File: config.mk
export PLATFORM = sky130hd
export DESIGN_NAME = lsu_mem_stage
export DESIGN_NICKNAME = d
export VERILOG_FILES = /design/src/rtl/lsu_mem_stage.sv
export SDC_FILE = /design/constraint.sdc
export NUM_CORES = 1
export LEC_CHECK = 0
export BUFFER_PORTS_ARGS = -buffer_cell sky130_fd_sc_hd__buf_2
export CORE_MARGIN = 5
export CORE_UTILIZATION = 40
export DETAILED_ROUTE_END_ITERATION = 6
export PLACE_DENSITY = 0.66
export SYNTH_ARGS = -nofsm -noshare
export SYNTH_HDL_FRONTEND = slang
export SYNTH_SLANG_ARGS = --single-unit
File: constraint.sdc
create_clock -name clk -period 2.1 [get_ports clk]
set_input_delay 0.105 -clock clk [delete_from_list [all_inputs] [get_ports clk]]
set_output_delay 0.105 -clock clk [all_outputs]
set_load 0.01 [all_outputs]
File: src/rtl/lsu_mem_stage.sv
// Memory stage for LDR/STR/LDRB/STRB: one req/ack data-memory transaction per
// accepted instruction, with load alignment, base writeback and timeout abort.
module lsu_mem_stage #(
    parameter int unsigned TIMEOUT = 255
) (
    input  logic        clk,
    input  logic        nreset,
    input  logic        in_valid,
    input  logic [31:0] in_inst,
    input  logic [32:0] in_addr,
    input  logic [31:0] in_base,
    input  logic [31:0] in_store_data,
    output logic        stall,
    output logic        mem_req,
    output logic        mem_we,
    output logic [31:0] mem_addr,
    output logic [31:0] mem_wdata,
    output logic [3:0]  mem_be,
    input  logic        mem_ack,
    input  logic [31:0] mem_rdata,
    output logic        out_valid,
    output logic        out_rd_we,
    output logic [3:0]  out_rd,
    output logic [31:0] out_rd_data,
    output logic        out_rn_we,
    output logic [3:0]  out_rn,
    output logic [31:0] out_rn_data,
    output logic        abort
);

    typedef enum logic [1:0] {
        IDLE  = 2'd0,
        REQ   = 2'd1,
        RESP  = 2'd2,
        ABORT = 2'd3
    } state_t;

    localparam logic [7:0] CNT_LAST = 8'(TIMEOUT - 1);

    state_t      r_state;
    state_t      w_state_nxt;
    logic [7:0]  r_cnt;
    logic [7:0]  w_cnt_nxt;

    logic        r_we;
    logic        r_byte;
    logic [1:0]  r_lane;
    logic [31:0] r_addr;
    logic [31:0] r_wdata;
    logic [3:0]  r_be;
    logic [3:0]  r_rd;
    logic [3:0]  r_rn;
    logic        r_rd_we;
    logic        r_rn_we;
    logic [31:0] r_rn_data;
    logic [31:0] r_rd_data;

    logic        w_is_sdt;
    logic        w_accept;
    logic        w_p;
    logic        w_b;
    logic        w_w;
    logic        w_l;
    logic [31:0] w_ea;
    logic [31:0] w_st_wdata;
    logic [3:0]  w_st_be;
    logic        w_in_req;
    logic        w_unused;

    // Byte loads take one zero-extended lane; word loads rotate the word so
    // the addressed byte lands in bits [7:0].
    function automatic logic [31:0] load_align(input logic [31:0] data,
                                               input logic [1:0]  lane,
                                               input logic        is_byte);
        logic [31:0] rot;
        case (lane)
            2'd0:    rot = data;
            2'd1:    rot = {data[7:0],  data[31:8]};
            2'd2:    rot = {data[15:0], data[31:16]};
            default: rot = {data[23:0], data[31:24]};
        endcase
        return is_byte ? {24'd0, rot[7:0]} : rot;
    endfunction

    assign w_is_sdt   = (in_inst[27:26] == 2'b01);
    assign w_p        = in_inst[24];
    assign w_b        = in_inst[22];
    assign w_w        = in_inst[21];
    assign w_l        = in_inst[20];
    assign w_accept   = (r_state == IDLE) && in_valid && w_is_sdt;
    assign w_ea       = w_p ? in_addr[31:0] : in_base;
    assign w_st_wdata = w_b ? {4{in_store_data[7:0]}} : in_store_data;
    assign w_st_be    = w_b ? (4'b0001 << w_ea[1:0]) : 4'hF;
    assign w_unused   = ^{in_addr[32], in_inst[31:28], in_inst[25], in_inst[23], in_inst[11:0]};

    always_comb begin
        w_state_nxt = r_state;
        w_cnt_nxt   = r_cnt;
        case (r_state)
            IDLE: begin
                if (w_accept) begin
                    w_state_nxt = REQ;
                    w_cnt_nxt   = 8'd0;
                end
            end
            REQ: begin
                if (mem_ack) begin
                    w_state_nxt = RESP;
                    w_cnt_nxt   = 8'd0;
                end else if (r_cnt == CNT_LAST) begin
                    w_state_nxt = ABORT;
                    w_cnt_nxt   = 8'd0;
                end else begin
                    w_cnt_nxt   = r_cnt + 8'd1;
                end
            end
            RESP:    w_state_nxt = IDLE;
            default: w_state_nxt = IDLE;
        endcase
    end

    always_ff @(posedge clk or negedge nreset) begin
        if (!nreset) begin
            r_state <= IDLE;
            r_cnt   <= 8'd0;
        end else begin
            r_state <= w_state_nxt;
            r_cnt   <= w_cnt_nxt;
        end
    end

    // Transaction capture at accept; load data aligned as it arrives.
    always_ff @(posedge clk or negedge nreset) begin
        if (!nreset) begin
            r_we      <= 1'b0;
            r_byte    <= 1'b0;
            r_lane    <= 2'd0;
            r_addr    <= 32'd0;
            r_wdata   <= 32'd0;
            r_be      <= 4'd0;
            r_rd      <= 4'd0;
            r_rn      <= 4'd0;
            r_rd_we   <= 1'b0;
            r_rn_we   <= 1'b0;
            r_rn_data <= 32'd0;
            r_rd_data <= 32'd0;
        end else begin
            if (w_accept) begin
                r_we      <= !w_l;
                r_byte    <= w_b;
                r_lane    <= w_ea[1:0];
                r_addr    <= {w_ea[31:2], 2'b00};
                r_wdata   <= w_st_wdata;
                r_be      <= w_st_be;
                r_rd      <= in_inst[15:12];
                r_rn      <= in_inst[19:16];
                r_rd_we   <= w_l;
                r_rn_we   <= (!w_p || w_w) && !(w_l && (in_inst[19:16] == in_inst[15:12]));
                r_rn_data <= in_addr[31:0];
            end
            if ((r_state == REQ) && mem_ack) begin
                r_rd_data <= load_align(mem_rdata, r_lane, r_byte);
            end
        end
    end

    assign w_in_req    = (r_state == REQ);
    assign stall       = w_accept || w_in_req;
    assign mem_req     = w_in_req;
    assign mem_we      = w_in_req & r_we;
    assign mem_addr    = w_in_req ? r_addr  : 32'd0;
    assign mem_wdata   = w_in_req ? r_wdata : 32'd0;
    assign mem_be      = w_in_req ? r_be    : 4'd0;

    assign out_valid   = (r_state == RESP);
    assign out_rd_we   = out_valid & r_rd_we;
    assign out_rn_we   = out_valid & r_rn_we;
    assign out_rd      = r_rd;
    assign out_rn      = r_rn;
    assign out_rd_data = r_rd_data;
    assign out_rn_data = r_rn_data;
    assign abort       = (r_state == ABORT);

endmodule

# == After elaboration in Yosys (flattened, before gate mapping) ==
# Index checks and enable logic that the tools add are counted.
# word_totals
reg_bits,154
latch_bits,0
ram_bits,0
mem_bits_ro,0
inputBits,165
output_inout_bits,147
elab_cells,60
mem_count,0
# classes
add_sub_neg,1
mul,0
div_mod_pow,0
magnitude_cmp,0
eq_ne,10
n_shift,1
mux,16
bitwise,3
reduce_logical,15
# ops
cell,count
32-bit two-way mux,5
32-bit one-hot mux with 3 select lines,1
8-bit two-way mux,3
8-bit one-hot mux with 2 select lines,1
"8-bit by 1-bit adder with 8-bit output, second input constant",1
"8-bit equality test, second input constant",1
4-bit two-way mux,2
"2-bit by 1-bit equality test with 1-bit output, second input constant",3
"2-bit equality test, second input constant",3
2-bit two-way mux,3
1-bit logical AND,5
4-bit equality test,1
2-bit logical NOT,2
2-bit one-hot mux with 2 select lines,1
2-bit AND reduction,2
"1-bit by 2-bit << shifter with 4-bit output, first input constant",1
1-bit AND,3
1-bit logical NOT,3
"3-bit by 2-bit != test with 1-bit output, second input constant",1
1-bit logical OR,2
"2-bit != test, second input constant",1
2-bit nonzero test,1

# == Logic depth before layout (Yosys ltp) ==
# depth
ltp_word,5
depth_mapped,8
ltp_nobuf,6

# == Least setup slack after synthesis ==
# OpenSTA, ideal clock, no wires.
# synth_timing
kind,reg-to-reg
start,reg r_lane[1]
end,reg r_rd_data[12] (netlist: out_rd_data[12])
setup_time_ns,0.121
arrival_ns,1.499
t_required_ns,1.979
path_slack_ns,0.480
stages_incl_launch_ff,5
path_buffers,2
synth_period_minus_slack_ns,1.620
cell_sequence,dfrtp_1 -> buf_2 -> buf_2 -> mux4_2 -> a22o_1
# synth_between
elab_chain_len,3
word_cells_on_any_way,5
cone_classes,2 x eq/ne; 2 x mux; 1 x reduce/logical
# synth_lines
item,line,rtl
start: declaration,47,logic [1:0] r_lane;
start signal: assignment,151,r_lane <= w_ea[1:0];
"2-bit equality test, or another cell as far along",76,case (lane)
32-bit one-hot mux with 3 select lines *,76,
32-bit two-way mux *,82,"return is_byte ? {24'd0, rot[7:0]} : rot;"
end signal: assignment,162,"r_rd_data <= load_align(mem_rdata, r_lane, r_byte);"
end: declaration,56,logic [31:0] r_rd_data;
# Every way passes the cells marked *; elsewhere a longest branch is shown, timed or not.
# A chain may end at the register's enable or synchronous reset.

# == Worst setup path in the final report ==
# layout_timing
start,reg r_state[1]
end,out mem_addr[24]
# layout_between
elab_chain_len,2
# layout_lines
item,line,rtl
start: declaration,40,state_t r_state;
start signal: assignment,127,r_state <= w_state_nxt;
2-bit by 1-bit equality test with 1-bit output,167,assign w_in_req = (r_state == REQ);
32-bit two-way mux,171,assign mem_addr = w_in_req ? r_addr : 32'd0;
end: declaration,16,"output logic [31:0] mem_addr,"
# Every way passes these cells.

==> metrics.md <==
| Metric | Value |
|---|---|
| Status | complete, no violations |
| VDD IR-drop max | 584 µV |
| Final setup viols | 0 |
| Ys flop type | dfrtp_1 |
| Post-route ant nets | 0 |
| Num CTS Buffers | 17 |
| TNS Setup | 0 ps |
| Setup crit end kind | primary output |
| First-pass DRT Iterations | 4 |
| Tcrit/Tclk final | 92.9% |
| Worst Skew | 11.6 ps |
| Final wirelength | 23500 µm |
| Fraction of the yosys area taken by sequential cells | 50.1% |
| Nets@finish | 1269 |
| Post-synthesis async set-or-reset flop share | 100% |
| Crit path time final | 1950 ps |
| DP HPWL | 15600 µm |
| Mean post-synth cell area | 10.4 µm² |
| GRT Util Overall | 21.2% |
| Leakage | 0.00571 µW |
| Clock latency on the worst-skew pair | 420 ps |
| Slew @ Worst Pin | 776 ps |
| Pwr dens | 948 nW/µm² |
| Adder-cell share of the synthesized area | 0.326% |
| Cells after Synth | 736 |
| Vias in the first global route | 7037 |
| Initial antenna violation count | 0 |
| Wirelength per Cell | 17.1 µm |
| Share of cells above drive strength 1 | 34.1% |
| Syn-to-layout area delta | 42.8% |
| Via count | 6839 |
| Largest family of logic cells by synthesized area | simple AND/OR/NAND/NOR gates |
| Core area | 18800 µm² |
| CTS Sinks | 154 |
| Clock-pin slew on the worst setup and hold paths | 60 ps |
| Min-delay worst type | primary input to flip-flop |
| DR DRC count | 0 |
| CTS H-Tree Depth | 4 |
| Critical Path Start Type | flip-flop |
| Postcts setup bufs | 0 |
| Power Total | 10400 µW |
| Post-synth cell types | 39 |
| Pre-CTS setup slack | 182 ps |
| Final Hold Viols | 0 |
| Max-Cap Viols | 0 |
| WS Path Type | flip-flop to primary output |
| Slew Limit Fails | 0 |
| Routability cong. | 0.828 |
| Synthesized cell area | 7680 µm² |
| Xor/xnor share of the synthesized area | 0.228% |
| Initial Utilization | 40.8% |
| Compound-Gate Fraction of Synth Area | 8.84% |
| Mux cell area share after synthesis | 18.0% |
| Post-route setup slack | 150 ps |
| Simple-gate share of the synthesized area | 18.1% |
| Drt via density | 4.97 |
| Unrepaired setup endpoints after global routing | false |
| Horiz. Die Dim | 149 µm |
| Worst slew margin | 48.3% |
| Port Buffers | 290 |
| IO Count | 312 |
| Largest fanout on the critical path | 68 |
| Post-synth EDFFs | 0 |
| Die Span Y | 149 µm |
| #FFs+latches synth | 154 |
| Yosys warnings | 0 |
| Initial drt markers | 243 |
| Remaining Overflow, GRT | 0 |
| Worst EP arrival | 1850 ps |
| FP Rows | 50 |
| Fmax | 513 MHz |
| Diodes inserted | 0 |
| CP required | 2000 ps |
| Clk buf depth | 2 |
| TritonCTS clock tree | done |
| Global-route wire length before repair | 37200 µm |
| Die area | 22100 µm² |
| Fillers | 1569 |
| Largest net degree at the start of global routing | 83 |
| CTS root buf | clkbuf_16 |
## path summary, 6_finish.rpt
| path | startpoint | cells past startpoint | end | slack, ps |
|---|---|---|---|---|
| setup reg to reg | r_state[1] | 5 | out_rd_data[7] | 280 |
| setup / recovery | r_state[1] | 5 | mem_addr[24] | 150 |
| min in group asynchronous | nreset | 2 | r_cnt[6] | 200 |
| hold / removal | in_store_data[10] | 3 | r_wdata[10] | 10 |
| max in group asynchronous | nreset | 3 | out_rn[1] | 1210 |
| hold reg to reg | out_rn_data[24] | 2 | out_rn_data[24] | 470 |
## sequential cells by signal, indices dropped and copies added, names as in the netlist
signal and cells:
r_we 1, r_rd_we 1, r_be 4, r_addr 30
r_byte 1, out_rn 4, r_rn_we 1, out_rd 4
out_rn_data 32, r_wdata 32, r_lane 2, out_rd_data 32
r_state 2, r_cnt 8
## final cells by class
class	count	area (µm²)	share of cell area (%)
clock buffers	19	443	4.04
clock inverters	13	156	1.43
inverters	8	30.0	0.274
multi-input cells	521	3520	32.1
flip-flops and latches	154	3850	35.1
well taps	260	325	2.97
repair buffers	400	2640	24.1
## stage by stage
step	cell area (µm²)	cells	util (%)	hold WS (ps)
floorplan	7690	737	-	-191
global placement	9370	1245	49.8	80.9
detailed placement	9370	1245	49.8	75.0
CTS	11000	1375	58.2	1.06
global route	11000	1375	58.3	16.5
finish	11000	1375	58.3	14.9
## synthesized netlist by cell type, types with 2 or more instances
cell type	n	area, µm²
or3_1	2	12.5
nor3_1	3	15.0
mux2_2	9	101
nand3_1	5	25.0
mux4_2	32	721
o21ai_0	60	300
a31oi_1	4	25.0
dfrtp_1	154	3850
nand2_1	212	796
buf_6	6	67.6
and2_1	70	438
inv_1	8	30.0
o21a_1	2	15.0
a22o_1	25	219
buf_2	23	115
nand2b_1	3	18.8
clkbuf_1	19	71.3
mux2i_1	56	561
buf_4	6	45.0
ha_1	2	25.0
o21ai_1	6	30.0
a21o_1	4	30.0
a21oi_1	3	15.0
nor2_1	7	26.3
## worst max-delay path, stage by stage (launching register included)
cell and delay (ps):
dfrtp_1 440, nand2b_1 220, clkinv_1 160, buf_12 210, and2_1 220, buf_2 140
## power breakdown
| part | internal, µW | switching [µW] | total (µW) |
|---|---|---|---|
| clock | 1820 | 1340 | 3160 |
| sequential | 3810 | 458 | 4260 |
| combinational | 1500 | 1480 | 2980 |
## kinds of logic after synthesis
group | count (synthesis)
other | 1
adder cells (fa/ha/maj) | 2
buffers and inverters | 62
XOR/XNOR | 2
flip-flops | 154
AND/OR/NAND/NOR | 309
AO/OA/AOI/OAI | 109
multiplexers | 97
## layout by cell type (no fill, tap or decap), types with 7 or more instances in the layout
cell type / n
a22o_1: 25
and2_1: 70
buf_12: 9
buf_2: 289
clkbuf_16: 17
dfrtp_1: 154
dlygate4sd3_1: 98
inv_1: 7
mux2_2: 9
mux2i_1: 56
mux4_2: 32
nand2_1: 212
nor2_1: 7
o21ai_0: 60
## routing by layer
metal	share of wire, %	vias up	wire length [µm]	global-route usage [%]
met1	41	3271	9590	26.0
met5	0	-	0	0
met3	8.3	56	1970	6.67
met2	48	276	11200	34.4
li1	-	3236	-	-
met4	3.4	0	792	9.61
## what timing repair did
| action | CTS | global route |
|---|---|---|
| resized for setup | 1 | 4 |
| hold buffers | 98 | 0 |
| setup endpoints to repair | 67 | 90 |
| pin swaps | 0 | 0 |
| hold endpoints to repair | 142 | 0 |
(Power assumes the default switching activity.)
